$ cat src/rtl/eeprom_word_fetch.sv
// Fetches big-endian multi-byte words from a byte-wide asynchronous EEPROM and
// hands them out as one-cycle VALID pulses, singly or as back-to-back bursts.
module eeprom_word_fetch #(
  parameter int ADDR_W      = 13,
  parameter int DATA_W      = 8,
  parameter int WORD_BYTES  = 4,
  parameter int WAIT_STATES = 1,
  parameter int BASE        = 0,
  parameter int LEN_W       = 7
) (
  input  logic                         CLK,
  input  logic                         RST,
  input  logic                         REQ,
  input  logic [ADDR_W-1:0]            IDX,
  input  logic [LEN_W-1:0]             LEN,
  output logic                         READY,
  output logic                         VALID,
  output logic                         LAST,
  output logic [WORD_BYTES*DATA_W-1:0] WORD,
  output logic [ADDR_W-1:0]            A,
  input  logic [DATA_W-1:0]            IO,
  output logic                         CE,
  output logic                         OE,
  output logic                         WE
);

  localparam int WORD_W = WORD_BYTES * DATA_W;
  localparam int BC_W   = (WORD_BYTES > 1) ? $clog2(WORD_BYTES) : 1;
  localparam int WC_W   = 4;

  localparam logic [BC_W-1:0] LAST_BYTE = BC_W'(WORD_BYTES - 1);
  localparam logic [WC_W-1:0] WAIT_LAST = WC_W'(WAIT_STATES);

  typedef enum logic {
    S_IDLE,
    S_READ
  } state_e;

  state_e              state_q, state_d;
  logic [ADDR_W-1:0]   a_q, a_d;
  logic [BC_W-1:0]     byte_cnt_q, byte_cnt_d;
  logic [WC_W-1:0]     wait_cnt_q, wait_cnt_d;
  logic [LEN_W-1:0]    remaining_q, remaining_d;
  logic [WORD_W-1:0]   asm_q, asm_d;
  logic [WORD_W-1:0]   word_q, word_d;
  logic                ready_q, ready_d;
  logic                valid_q, valid_d;
  logic                last_q, last_d;
  logic                strobe_n_q, strobe_n_d;

  logic                accept;
  logic                sample;
  logic                word_done;
  logic                more_words;
  logic [ADDR_W-1:0]   start_addr;
  logic [WORD_W-1:0]   assembled;

  assign accept     = REQ && ready_q;
  assign sample     = (state_q == S_READ) && (wait_cnt_q == WAIT_LAST);
  assign word_done  = sample && (byte_cnt_q == LAST_BYTE);
  assign more_words = (remaining_q != LEN_W'(1));
  // Product is formed at 32 bits and truncated, giving the modulo-2^ADDR_W wrap.
  assign start_addr = ADDR_W'(32'(BASE) + 32'(IDX) * 32'(WORD_BYTES));
  assign assembled  = WORD_W'({asm_q, IO});

  // NOTE: sequential state uses non-blocking assignments only, so every flop
  // samples the pre-edge value of every other flop regardless of code order.
  always_ff @(posedge CLK) begin
    if (RST) begin
      state_q     <= S_IDLE;
      a_q         <= '0;
      byte_cnt_q  <= '0;
      wait_cnt_q  <= '0;
      remaining_q <= '0;
      asm_q       <= '0;
      word_q      <= '0;
      ready_q     <= 1'b1;
      valid_q     <= 1'b0;
      last_q      <= 1'b0;
      strobe_n_q  <= 1'b1;
    end else begin
      state_q     <= state_d;
      a_q         <= a_d;
      byte_cnt_q  <= byte_cnt_d;
      wait_cnt_q  <= wait_cnt_d;
      remaining_q <= remaining_d;
      asm_q       <= asm_d;
      word_q      <= word_d;
      ready_q     <= ready_d;
      valid_q     <= valid_d;
      last_q      <= last_d;
      strobe_n_q  <= strobe_n_d;
    end
  end

  // NOTE: every signal assigned in always_comb gets a default at the top so no
  // path leaves it unassigned, which is what would otherwise infer a latch.
  always_comb begin
    state_d = state_q;
    case (state_q)
      S_IDLE:  if (accept) state_d = S_READ;
      S_READ:  if (word_done && !more_words) state_d = S_IDLE;
      default: state_d = S_IDLE;
    endcase
  end

  always_comb begin
    a_d         = a_q;
    byte_cnt_d  = byte_cnt_q;
    wait_cnt_d  = wait_cnt_q;
    remaining_d = remaining_q;
    asm_d       = asm_q;
    word_d      = word_q;
    ready_d     = ready_q;
    valid_d     = 1'b0;
    last_d      = 1'b0;
    strobe_n_d  = strobe_n_q;

    if (state_q == S_IDLE) begin
      if (accept) begin
        a_d         = start_addr;
        remaining_d = (LEN == '0) ? LEN_W'(1) : LEN;
        byte_cnt_d  = '0;
        wait_cnt_d  = '0;
        ready_d     = 1'b0;
        strobe_n_d  = 1'b0;
      end
    end else if (!sample) begin
      wait_cnt_d = wait_cnt_q + 1'b1;
    end else begin
      wait_cnt_d = '0;
      asm_d      = assembled;
      byte_cnt_d = byte_cnt_q + 1'b1;
      a_d        = a_q + 1'b1;
      if (word_done) begin
        byte_cnt_d = '0;
        word_d     = assembled;
        valid_d    = 1'b1;
        last_d     = !more_words;
        if (more_words) begin
          // Next word begins right after this one's last byte: A just keeps counting.
          remaining_d = remaining_q - 1'b1;
        end else begin
          a_d        = a_q;
          ready_d    = 1'b1;
          strobe_n_d = 1'b1;
        end
      end
    end
  end

  assign READY = ready_q;
  assign VALID = valid_q;
  assign LAST  = last_q;
  assign WORD  = word_q;
  assign A     = a_q;
  assign CE    = strobe_n_q;
  assign OE    = strobe_n_q;
  assign WE    = 1'b1;

endmodule
$ cat config.mk
export PLATFORM = sky130hd
export DESIGN_NAME = eeprom_word_fetch
export DESIGN_NICKNAME = d
export VERILOG_FILES = /design/src/rtl/eeprom_word_fetch.sv
export SDC_FILE = /design/constraint.sdc
export NUM_CORES = 1
export LEC_CHECK = 0
export ABC_AREA = 0
export ABC_CLOCK_PERIOD_IN_PS = 4900
export CAP_MARGIN = 10
export CORE_MARGIN = 5
export CORE_UTILIZATION = 54
export DETAILED_ROUTE_END_ITERATION = 6
export GPL_TIMING_DRIVEN = 0
export PLACE_DENSITY = 0.87
export SYNTH_ARGS = -nofsm -noshare
export SYNTH_HDL_FRONTEND = slang
export SYNTH_SLANG_ARGS = --single-unit
$ cat constraint.sdc
create_clock -name CLK -period 4.9 [get_ports CLK]
set_input_delay 0.735 -clock CLK [delete_from_list [all_inputs] [get_ports CLK]]
set_output_delay 0.735 -clock CLK [all_outputs]
set_load 0.05 [all_outputs]
---- Word-level counts from Yosys, hierarchy flattened ----
Index checks and enable logic that the tools add are counted.
word-level totals
  logic and storage cells ................. 67
  memory bits (writable) .................. 0
  latch bits .............................. 0
  input port bits ......................... 31
  memory bits (read-only) ................. 0
  output and inout port bits .............. 51
  register bits ........................... 86
  memories kept ........................... 0
operators by class
  divide/modulo/power cells ............... 0
  multiplexer cells ....................... 27
  $add $sub $neg .......................... 4
  bitwise logic cells ..................... 3
  eq/ne operators ......................... 8
  shift operators ......................... 0
  $mul .................................... 0
  $lt $le $gt $ge ......................... 0
  reductions and logical operators ........ 15
operators by type and width
  kind                                                    count
  2-to-1 mux 13 bit                                       5
  2-to-1 mux 7 bit                                        6
  adder 13 x 1 -> 13 bit (second input constant)          1
  2-to-1 mux 4 bit                                        3
  2-to-1 mux 1 bit                                        8
  2-to-1 mux 2 bit                                        4
  AND reduction 4 bit                                     2
  logical NOT 7 bit                                       1
  inequality test 7 x 1 -> 1 bit (second input constant)  1
  subtractor 7 x 1 -> 7 bit (second input constant)       1
  inequality test 2 x 1 -> 1 bit (second input constant)  3
  AND reduction 3 bit                                     2
  adder 4 x 1 -> 4 bit (second input constant)            1
  equality test 4 x 1 -> 1 bit (second input constant)    1
  logical AND 1 bit                                       4
  AND reduction 2 bit                                     2
  OR reduction 4 bit                                      1
  inequality test 3 x 2 -> 1 bit (second input constant)  1
  NOT 1 bit                                               3
  OR reduction 3 bit                                      1
  adder 2 x 1 -> 2 bit (second input constant)            1
  equality test 2 bit (second input constant)             1
  inequality test 2 bit (second input constant)           1
  one-hot mux 1 bit (2 select lines)                      1
  other kinds (2)                                         2

---- Depth between registers and ports, before layout ----
  depth in word-level cells ............... 6
  gate-level depth with buffers ........... 9

---- Worst setup path before layout ----
No wires, ideal clock.
  path kind ............................... register to register
  start point ............................. register a_q[0] (netlist: A[0])
  end point ............................... register a_q[8] (netlist: A[8])
  path slack .............................. 2.985 ns
  path buffers ............................ 0
  arrival time ............................ 1.824 ns
  setup time .............................. 0.091 ns
  cell stages (with the launch flop) ...... 6
  cell sequence ........................... dfxtp_1 > ha_1 > nand3_1 > o31ai_1 > a21oi_1 > a311oi_1
on the way
  longest elaborated chain between the ends .. 5
RTL lines
  element                   line  text
  from (decl)               40    logic [ADDR_W-1:0] a_q, a_d;
  from (signal assigned)    71    a_q <= '0;
  from (signal assigned)    83    a_q <= a_d;
  adder 13 x 1 -> 13 bit *  134   a_d = a_q + 1'b1;
  2-to-1 mux 13 bit         140   if (more_words) begin
  2-to-1 mux 13 bit *       135   if (word_done) begin
  2-to-1 mux 13 bit *       128   end else if (!sample) begin
  2-to-1 mux 13 bit *       119   if (state_q == S_IDLE) begin
Every way passes the cells marked *; elsewhere a longest branch is shown, timed or not. The select of a mux whose other input is x is not followed.
A chain may end at the register's enable or synchronous reset.

---- Worst setup path in the final report ----
  start point ............................. register strobe_n_q (netlist: CE)
  end point ............................... output port OE
RTL lines
  element                 line  text
  from (decl)             49    logic strobe_n_q, strobe_n_d;
  from (signal assigned)  92    strobe_n_q <= strobe_n_d;
  to (decl)               23    output logic OE,
No word-level cell between the ends.

==> results_dict.tcl <==
set metrics [dict create \
    status "finished, final reports clean" \
    grt-ovfl-total 0 \
    drt_iter0_markers 174 \
    clk_latency_ps 360 \
    dr.pass1.iters 4 \
    avgSynthCellArea_um2 7.970 \
    maxCapViolCount 0 \
    die_area_mm2 0.008570 \
    ys_types 54 \
    ir_worst_vdd_v 0.0001669 \
    drive_gt1_share_pct 7.928 \
    grt_pass1_vias 3327 \
    arrival_ps 1760 \
    drc 0 \
    hold_path_depth 2 \
    grt_usage_pct 22.61 \
    io_pins 82 \
    syn_nets 499 \
    yosysTopAreaCell "dfxtp_1" \
    routed_wirelength_um 9688 \
    slew_headroom_pct 57.97 \
    yosys_warnings 0 \
    rows 30 \
    intPower_w 0.001066 \
    hold_class "flop to flop" \
    cts_hold_buffers 0 \
    place_area_mm2 0.004553 \
    rsz0062_at_grt "no" \
    crit_type "flop to output pin" \
    port_buffers 77 \
    num_antenna_cells 0 \
    final_area_mm2 0.004761 \
    setup_viol 0 \
    synthesis.area_mm2 0.003682 \
    final.setup.tns_ps 0 \
    swShare_pct 27.95 \
    gp_congestion 0.8871 \
    cts_num_sinks 86 \
    fmax_ghz 0.4013 \
    cp-startpoint "CE" \
    seqPwrFrac_pct 50.1 \
    worstMarginPinSlew_ps 630.4 \
    synthArstFlopShare_pct 0 \
    cts_htree_levels 3 \
    r2r_start "wait_cnt_q[0]" \
    fin_crit_ps 2492 \
    antenna_found_initial 0 \
    vias_per_cell 5.729 \
    num_vias 3638 \
    r2r_cells 7 \
    cts_resized 0 \
    max-clock-path-buffers 2 \
    ys_seq_elements 86 \
    leakage_nw 1.574 \
    dp_hpwl_um 6968 \
    die_w_um 92.58 \
    cp.required_ps 4160 \
    clkPwrFrac_pct 35.2 \
    initial_utilization_pct 54.80 \
    nets 587 \
    worst-path-max-fanout 7 \
    netlist.area_leader.share_pct 46.76 \
    core_mm2 0.006719 \
    holdPathEnd "WORD[0]" \
    dpl.cell_count 619 \
    post_cts_buffers 0 \
    synth_area_leaders "dfxtp_1 47%, nand2_1 14%, a21oi_1 11%, ha_1 2.0%, nor2_1 1.8%" \
    cts.clk_slew.worst_paths_ps 80 \
    slew_violations 0 \
    grt_start_max_net_pins 15 \
    fillers 548 \
    fp.dieH_um 92.58 \
    yosysMostFrequentCell "nand2_1" \
    root_buffer "clkbuf_8" \
    skew_ps 10.15 \
    timing.final.crit_share_pct 50.86 \
    fin_cells 635 \
    finalPower_w 0.001480 \
    finalHoldViolations 0 \
    drtAntennaViolNets 0 \
    holdCritStartpoint "WORD[0]" \
    synthFlopType "dfxtp_1" \
    synth-edff-count 0 \
    cts_buffers 9 \
    yosysSeqAreaShare_pct 46.76 \
    rrSetupSlack_ps 2880 \
    crit-reg2reg-capture "A[8]" \
    avgRoutedWirePerCell_um 15.26 \
    syn_inst 462 \
    syn_to_final_growth_pct 29.29 \
    cts_tree "yes" \
    p_comb_share_pct 14.7 \
    power.switching_w 0.0004136 \
    cp-end-kind "output pin" \
    worstSetupStartpointType "flop" \
    grt_pass1_wl_um 15610 \
    p_per_area_mw_per_mm2 310.8 \
    yosys-top-cells-count "133 x nand2_1, 86 x dfxtp_1, 78 x a21oi_1" \
]
through the flow:
step                      worst slack (ps)  hold slack, ps  util [%]
after floorplan                       2985           432.1         -
after global placement                2519           438.1     67.77
after detailed placement              2520           446.8     67.77
after CTS                             2390           458.8     70.86
after global routing                  2353           476.7     70.86
final                                 2408           455.1     70.86
logic make-up (layout without fill, tap and decap cells):
kind of cell | after synthesis | after routing | share of synthesized area, %
compound gates | 121 | 121 | 18.96
xor+xnor | 1 | 1 | 0.2379
fa+ha+maj | 6 | 6 | 2.039
buf+inv | 40 | 133 | 5.165
flops | 86 | 86 | 46.75
mux | 3 | 3 | 0.8834
other cells | 1 | 1 | 0.1018
simple gates | 204 | 204 | 25.86
critical path: stages, from the launching register on:
cell and delay [ps]:
dfxtp_1 460, buf_4 150, clkdlybuf4s50_1 790
state kept, by name (all words and copies together) (netlist names):
register / cells
state_q: 1
asm_q: 24
VALID: 1
wait_cnt_q: 4
remaining_q: 7
A: 13
WORD: 32
CE: 1
byte_cnt_q: 2
LAST: 1
worst max path at each step:
stage | endpoint | slack (ps) | depth (start not counted)
after floorplan | A[8] | 2990 | 5
after global placement | A[3] | 2520 | 6
after detailed placement | A[3] | 2520 | 6
after CTS | OE | 2390 | 2
after global routing | READY | 2350 | 2
final | OE | 2410 | 2
power by group through the flow:
stage | logic, W | registers [W] | clock network [W]
detailed placement | 0.000214 | 0.000756 | 0
global route | 0.000234 | 0.000744 | 0.000554
finish | 0.000218 | 0.000741 | 0.000521
global placement | 0.000209 | 0.000755 | 0
floorplan | 0.000109 | 0.000783 | 0
CTS | 0.000216 | 0.000740 | 0.000522
layout by cell type, fill, tap and decap left out, types with 2 or more instances in the layout:
cell	instances
a32oi_1	4
buf_4	3
and2_1	2
or3_1	2
dfxtp_1	86
clkdlybuf4s50_1	77
nand2_2	3
inv_1	7
nor2_1	18
o21ai_0	7
buf_6	2
nor2b_1	2
buf_2	11
a211oi_1	3
nor3_1	10
o22ai_1	4
clkbuf_8	11
o21a_1	2
mux2_2	2
or4_1	2
a22oi_1	6
a21oi_1	78
ha_1	6
nand3_1	13
nand2b_1	4
nand4_1	2
o21ai_1	3
a31oi_1	5
clkbuf_1	17
nand2_1	133
metal layers:
layer,global-route usage (%),part of all wire (%)
met1,27.35,41
met2,39.21,49
met3,5.037,8.5
met4,8.168,2.0
met5,0,0
area by class of cell:
type / count / area, um2 / area share [%]
multi-input cells: 336 / 1770 / 37.19
flip-flops and latches: 86 / 1722 / 36.16
repair buffers: 77 / 770.7 / 16.19
plain buffers: 33 / 163.9 / 3.443
clock buffers: 12 / 155.1 / 3.259
well taps: 80 / 100.1 / 2.102
clock inverters: 4 / 52.55 / 1.104
inverters: 7 / 26.28 / 0.5519
Note: power is estimated with default switching activity, not from simulation.
